File: src/rtl/reg_mem_unit.sv
// Register file with a load/store sequencer in front of a synchronous RAM.
// It accepts one operation at a time: move-immediate, load or store.
module reg_mem_unit #(
  parameter int DATA_W  = 32,
  parameter int NREGS   = 16,
  parameter int ADDR_W  = 32,
  parameter int MEM_LAT = 1,
  localparam int RW     = $clog2(NREGS)
) (
  input  logic              clk,
  input  logic              rst,
  input  logic              op_valid,
  output logic              op_ready,
  input  logic [1:0]        op_kind,
  input  logic [RW-1:0]     rd,
  input  logic [RW-1:0]     ra,
  input  logic [DATA_W-1:0] imm,
  input  logic [RW-1:0]     dbg_sel,
  output logic [DATA_W-1:0] dbg_val,
  output logic [DATA_W-1:0] r0_value,
  output logic [ADDR_W-1:0] mem_addr,
  output logic [DATA_W-1:0] mem_wdata,
  output logic              mem_ldr,
  output logic              mem_str,
  input  logic [DATA_W-1:0] mem_rdata,
  output logic              done,
  output logic              err
);

  typedef enum logic [1:0] {
    S_IDLE  = 2'd0,
    S_LOAD  = 2'd1,
    S_STORE = 2'd2
  } state_t;

  state_t              state_q;
  logic [DATA_W-1:0]   regs_q [NREGS];
  logic [RW-1:0]       rd_q;
  logic [2:0]          cnt_q;
  logic [ADDR_W-1:0]   mem_addr_q;
  logic [DATA_W-1:0]   mem_wdata_q;
  logic                mem_ldr_q;
  logic                mem_str_q;
  logic                done_q;
  logic                err_q;

  // Sequencer, register file and all registered outputs.
  always_ff @(posedge clk or negedge rst) begin
    if (!rst) begin
      state_q     <= S_IDLE;
      rd_q        <= '0;
      cnt_q       <= 3'd0;
      mem_addr_q  <= '0;
      mem_wdata_q <= '0;
      mem_ldr_q   <= 1'b0;
      mem_str_q   <= 1'b0;
      done_q      <= 1'b0;
      err_q       <= 1'b0;
      for (int i = 0; i < NREGS; i++) begin
        regs_q[i] <= '0;
      end
    end else begin
      // Strobes and done are single-cycle pulses unless re-asserted below.
      mem_ldr_q <= 1'b0;
      mem_str_q <= 1'b0;
      done_q    <= 1'b0;
      case (state_q)
        S_IDLE: begin
          if (op_valid) begin
            case (op_kind)
              2'b00: begin
                regs_q[rd] <= imm;
                done_q     <= 1'b1;
              end
              2'b01: begin
                mem_addr_q <= regs_q[ra][ADDR_W-1:0];
                rd_q       <= rd;
                cnt_q      <= 3'(MEM_LAT);
                mem_ldr_q  <= 1'b1;
                state_q    <= S_LOAD;
              end
              2'b10: begin
                mem_addr_q  <= regs_q[ra][ADDR_W-1:0];
                mem_wdata_q <= regs_q[rd];
                mem_str_q   <= 1'b1;
                state_q     <= S_STORE;
              end
              default: begin
                err_q  <= 1'b1;
                done_q <= 1'b1;
              end
            endcase
          end
        end
        S_LOAD: begin
          // Read data is valid in the cycle where the countdown reaches zero.
          if (cnt_q == 3'd0) begin
            regs_q[rd_q] <= mem_rdata;
            done_q       <= 1'b1;
            state_q      <= S_IDLE;
          end else begin
            cnt_q <= cnt_q - 3'd1;
          end
        end
        S_STORE: begin
          done_q  <= 1'b1;
          state_q <= S_IDLE;
        end
        default: begin
          state_q <= S_IDLE;
        end
      endcase
    end
  end

  assign op_ready  = (state_q == S_IDLE);
  assign dbg_val   = regs_q[dbg_sel];
  assign r0_value  = regs_q[0];
  assign mem_addr  = mem_addr_q;
  assign mem_wdata = mem_wdata_q;
  assign mem_ldr   = mem_ldr_q;
  assign mem_str   = mem_str_q;
  assign done      = done_q;
  assign err       = err_q;

endmodule

File: config.mk
export PLATFORM = sky130hd
export DESIGN_NAME = reg_mem_unit
export DESIGN_NICKNAME = d
export VERILOG_FILES = /design/src/rtl/reg_mem_unit.sv
export SDC_FILE = /design/constraint.sdc
export NUM_CORES = 1
export LEC_CHECK = 0
export BUFFER_PORTS_ARGS = -buffer_cell sky130_fd_sc_hd__clkbuf_2
export CAP_MARGIN = 10
export CORE_ASPECT_RATIO = 1.75
export CORE_MARGIN = 3
export CORE_UTILIZATION = 40
export CTS_CLUSTER_DIAMETER = 80
export DETAILED_ROUTE_END_ITERATION = 10
export PLACE_DENSITY = 0.64
export SYNTH_ARGS = -nofsm -noshare
export SYNTH_HDL_FRONTEND = slang
export SYNTH_SLANG_ARGS = --single-unit
export TNS_END_PERCENT = 30
File: constraint.sdc
create_clock -name clk -period 2.6 [get_ports clk]
set_input_delay 0.39 -clock clk [delete_from_list [all_inputs] [get_ports clk]]
set_output_delay 0.39 -clock clk [all_outputs]
set_load 0.01 [all_outputs]
==> results of run 1 <==
## stage by stage
stage,utilization,power [mW],TNS [ps],worst slack [ps],hold slack (ps)
final,0.468,30.6,-1590,-124,47.8
after global routing,0.468,31.4,-2500,-144,51.6
after floorplan,-,16.9,0,213,94.4
after global placement,0.444,21.2,0,111,400
after detailed placement,0.444,21.3,0,85.0,405
after CTS,0.467,30.2,-1510,-100,45.5
## sequential cells by signal, summed over array words and instances, names as in the netlist
register   count
err            1
mem_str        1
mem_ldr        1
mem_addr      32
cnt_q          3
r0_value      32
done           1
mem_wdata     32
regs_q       480
rd_q           4
state_q        2
## worst max-delay path, stage by stage, from the launching register on
cell	delay [ps]
dfrtp_1	420
mux4_2	470
mux4_2	600
clkbuf_2	180
## synthesized netlist by cell type (3+ instances only)
cell type / n
a211oi_1: 17
a21oi_1: 19
a222oi_1: 46
and2_1: 3
buf_1: 25
buf_2: 139
buf_4: 52
buf_6: 14
clkbuf_1: 202
clkbuf_2: 3
dfrtp_1: 589
ha_1: 7
inv_1: 7
mux2_1: 158
mux2_2: 361
mux2_4: 60
mux2i_1: 254
mux4_2: 289
nand2_1: 117
nand3b_1: 4
nand4b_1: 8
nand4bb_1: 12
nor2_1: 49
nor2_2: 3
nor2b_1: 4
o2111ai_1: 46
o211ai_1: 46
o21ai_0: 5
o21ai_1: 8
o21ai_2: 8
o22ai_1: 547
or4b_1: 8
## per-layer routing
layer / vias up / part of all wire / global-route usage
met5: - / 0 / 0
met4: 0 / 0.11 / 0.297
met3: 1041 / 0.10 / 0.0847
met2: 2735 / 0.46 / 0.531
met1: 17100 / 0.33 / 0.375
li1: 12800 / - / -
## area by class of cell
cell class / instances / area (um^2) / area share
diodes: 5 / 12.5 / 0.000278
clock buffers: 72 / 1580 / 0.0351
clock inverters: 29 / 337 / 0.00748
inverters: 8 / 30.0 / 0.000667
multi-input cells: 2102 / 22400 / 0.497
flip-flops and latches: 589 / 14800 / 0.328
well taps: 1292 / 1620 / 0.0359
repair buffers: 522 / 4290 / 0.0953
## cell families (layout without fill, tap and decap cells)
logic type / after synthesis / in the layout / synth area share
mux: 1122 / 1122 / 0.406
compound gates: 747 / 747 / 0.129
flops: 589 / 589 / 0.379
buf+inv: 443 / 631 / 0.0550
simple gates: 226 / 226 / 0.0289
fa+ha+maj: 7 / 7 / 0.00225
other cells: 0 / 5 / 0
## how the worst max path moves through the flow
stage / startpoint / endpoint
3_5_place_dp: dbg_sel[0] / dbg_val[8]
5_1_grt: regs_q[448] / dbg_val[0]
2_1_floorplan: dbg_sel[0] / dbg_val[18]
3_3_place_gp: dbg_sel[0] / dbg_val[5]
4_1_cts: regs_q[417] / dbg_val[1]
6_report: regs_q[96] / dbg_val[0]
## timing repair
action | 4_1_cts | 5_1_grt
endpoints found under the hold margin | 33 | 0
hold buffers | 1 | 0
gates resized for setup | 18 | 18
buffers inserted | 40 | 11
endpoints found under the setup margin | 32 | 32
## where the power goes
group	switching (mW)	total, mW	internal (mW)
registers	1.22	11.4	10.2
logic	6.45	10.2	3.78
clock network	4.03	8.93	4.89
total	11.7	30.6	18.9
## layout by cell type, fill, tap and decap left out, types with 27 or more instances in the layout
master and n:
a222oi_1 46, buf_12 66, buf_4 246, clkbuf_16 56, clkbuf_2 198, dfrtp_1 562, dfrtp_2 27, mux2_1 158
mux2_2 361, mux2_4 60, mux2i_1 254, mux4_2 289, nand2_1 116, nor2_1 49, o2111ai_1 46, o211ai_1 46
o22ai_1 547
==> run metrics, run 1 <==
vias=~34000; Port Buffers=213; synth top area cells=dfrtp_1 38%, mux4_2 17%, mux2_2 10%; post-DP HPWL=between 100000 and 150000 um; cts bufs inserted=between 50 and 60; Synth Warn #=0; starting density of the core=0.405; part of the Yosys area used for sequential elements=0.379; max-cap viol count=0; Mapped Cells=3134; Synth top area share=0.379; worst hold path type=input pin to flip-flop; synthesis-to-finish area growth=15.6%; CTS H-tree lvls=2; FP Rows=150; ratio of final minimum period to clock period=1.05; Worst R2R Path Depth=5; worst slew pin tran=between 1000 and 1500 ps; largest net degree at the start of global routing=70; clock-pin slew on the worst setup and hold paths=70 ps; RSZ-0062 raised after global routing=true; Final nets=3366; Num Clock Sinks=about 590; Top FF cell, synth=dfrtp_1; Leakage=approximately 20 nW; Die Span Y=around 420 um; Synth Cell Area=approximately 0.039 mm^2; DRT iter0 DRCs=~4600; number of global-route vias before repair=~35000; clock latency on the worst-skew pair=between 600 and 700 ps; Max Fclk=around 370 MHz; WHS Endpoint=done; final setup vio count=29; Clock Skew=around 35 ps; I/O pin count=between 200 and 250; fin. max-slew vios=0; Crit Reg-Reg Endpoint=regs_q[383]; clock period minus final worst setup slack=roughly 2700 ps; TritonCTS clock tree=yes; placed cells=between 4000 and 5000; hold path start=op_valid; EDFF count, synth=0; # fillers=8766; critical path arrival=between 2000 and 2500 ps; post-synth top area cell=dfrtp_1; buffer depth of the longest clock path=3; FF-to-FF Start=state_q[1]; Rel. slew slack=0.113; status=complete, but fails checks; Mean Syn Cell Area=between 10 and 15 um^2; Critical Path End Type=output port; area of the die=between 0.1 and 0.15 mm^2; worst hold stages=3; synthesized net count=3222; initial antenna violation count=4; GRT Overall Usage=0.335; Via-to-Cell Ratio=7.31; Hold Fails Final Rpt=0; Yosys reg bits=between 500 and 600; register-to-register setup slack=roughly 160 ps; Unique masters post-synth=48; CP Max Fanout=4; Critical Setup Path Class=flip-flop to output port; DRC=0; post-place instance area=0.0426 mm^2; Synth async-reset ratio=1.00; die span in x=about 240 um; Worst Path Required=around 2200 ps; Placer Congestion=0.938; CP Launch Type=flip-flop; layout cell share with drive strength beyond 1=0.425; Power Density=680 mW/mm^2; 1st-pass router iterations=10; Clock Tree Root=clkbuf_16; VDD IR-drop max=between 0.4 and 0.5 mV; Routed Antenna Nets=0; design area=approximately 0.045 mm^2; WL per Instance=37.5 um; failing checks=negative setup slack; fin worst setup slack=-124 ps; Finished Layout Cells=around 4600; core area=0.0961 mm^2; wire length of the first global-routing pass=247000 um; total global routing overflow=0; overall routed net length=173000 um
(Power assumes the default switching activity.)
==> inputs of run 2 (changes only) <==
- RECOVER_POWER: default -> 100
==> run metrics, run 2 (synthesis gave the netlist of run 1 again) <==
status=complete, but fails checks; failing checks=max-capacitance violations, max-slew violations, negative setup slack; DR top layer=met4; initial antenna violation count=4; Placement Setup Slack=roughly 85 ps; commonest non-fill, non-tap cell in the layout=dfrtp_1; cts bufs inserted=55; synthesis-to-finish area growth=13.5%; worst hold path type=input pin to flip-flop; Tot Pwr=just over 30 mW; clock latency on the worst-skew pair=between 600 and 700 ps; Rel. slew slack=-0.243; CP most frequent cell=mux4_2; Power Density=approximately 680 mW/mm^2; largest net degree at the start of global routing=70; clock period minus final worst setup slack=between 2000 and 3000 ps; CP Launch Type=flip-flop; CP Cell Sequence=mux4_2 -> mux4_2 -> clkbuf_2; I/O pin count=about 210; post-DP HPWL=107000 um; critical path arrival=between 2000 and 2500 ps; Max Fclk=around 370 MHz; wire length of the first global-routing pass=between 200000 and 250000 um; Placer Congestion=about 0.94; Clock Skew=33.6 ps; worst slew pin tran=around 1900 ps; Via-to-Cell Ratio=7.30; DRT iter0 DRCs=roughly 4600; area of the die=just over 0.1 mm^2; DRC=0; Critical Setup Path Class=flip-flop to output port; CP Max Fanout=4; commonest non-fill, non-tap cells in the layout=575 x dfrtp_1, 547 x o22ai_1, 361 x mux2_2, 289 x mux4_2, 254 x mux2i_1; Hold Fails Final Rpt=0; Largest delay share family, worst path=multiplexers; setup TNS=-3520 ps; final setup vio count=just under 100; wire length on met3=approximately 17000 um; Routed Antenna Nets=0; Clock Tree Root=clkbuf_16; slowest cell on the critical path=mux4_2; Critical Path End Type=output port; CTS H-tree lvls=2; core area=a little under 0.1 mm^2; WL per Instance=37.4 um; Leakage=19.5 nW; overall routed net length=roughly 170000 um; ratio of final minimum period to clock period=1.05; 1st-pass router iterations=9; Most flops, register=regs_q; buffer depth of the longest clock path=3; met2 routed WL=78600 um; max incr delay on CP=610 ps; Critical path buffers and inverters=1; GRT Overall Usage=0.335; FP Rows=150; vias=around 34000; Worst Path Required=between 2000 and 2500 ps; starting density of the core=0.405; hold_ws=a little under 60 ps; VDD IR-drop max=about 0.48 mV; met1 WL=~57000 um; Final nets=around 3400; RSZ-0062 raised after global routing=true; max-cap viol count=1; die span in x=approximately 240 um; clock-pin slew on the worst setup and hold paths=70 ps; layout cell share with drive strength beyond 1=0.381; fin. max-slew vios=roughly 50; fin worst setup slack=-133 ps; Die Span Y=between 400 and 500 um; Num Clock Sinks=about 600; TritonCTS clock tree=yes; total global routing overflow=0; max reg flops=480; Port Buffers=approximately 210; number of global-route vias before repair=around 35000
## run 2: area by class of cell
class / instances / area [um^2]
clock buffer: 72 / 1580
inverter: 8 / 30.0
fill: 8918 / 51900
sequential: 589 / 14800
multi-input combinational: 2102 / 22100
clock inverter: 29 / 337
antenna: 4 / 10.0
tap: 1292 / 1620
timing repair buffer: 522 / 3760
## run 2: through the flow
stage / std cells / instance area, um^2 / utilization
after floorplan: 3134 / 38900 / -
after global placement: 4461 / 42600 / 0.444
after detailed placement: 4461 / 42600 / 0.444
after CTS: 4603 / 44900 / 0.467
after global routing: 4614 / 44200 / 0.460
final: 4618 / 44200 / 0.460
## run 2: final timing paths
check                            from      endpoint  slack, ps  cells after the start
min in group asynchronous         rst     regs_q[3]        780                      2
setup / recovery           regs_q[96]    dbg_val[0]       -130                      3
max in group asynchronous         rst  r0_value[17]        160                      3
setup reg to reg           state_q[0]   regs_q[110]        -80                      6
hold reg to reg                   err           err        470                      1
hold / removal               op_valid          done         60                      3
## run 2: repair_timing
action / CTS / global route
endpoints found under the hold margin: 33 / 0
hold buffers: 1 / 0
setup buffers: 40 / 11
setup endpoints to repair: 32 / 32
resized for setup: 18 / 18
## run 2: report_power, final
part	switching, mW	internal (mW)	total (mW)
combinational	6.37	3.46	9.83
sequential	1.21	10.2	11.4
clock	4.03	4.89	8.92
## run 2: tightest hold or removal path: stages
cell and delay, ps:
clkbuf_2 110, a21oi_1 70, o21ai_0 130
## run 2: routing by layer
layer / vias up / GRT usage
li1: 12800 / -
met1: 17100 / 0.375
met2: 2714 / 0.531
met3: 1057 / 0.0847
met4: 0 / 0.297
met5: - / 0
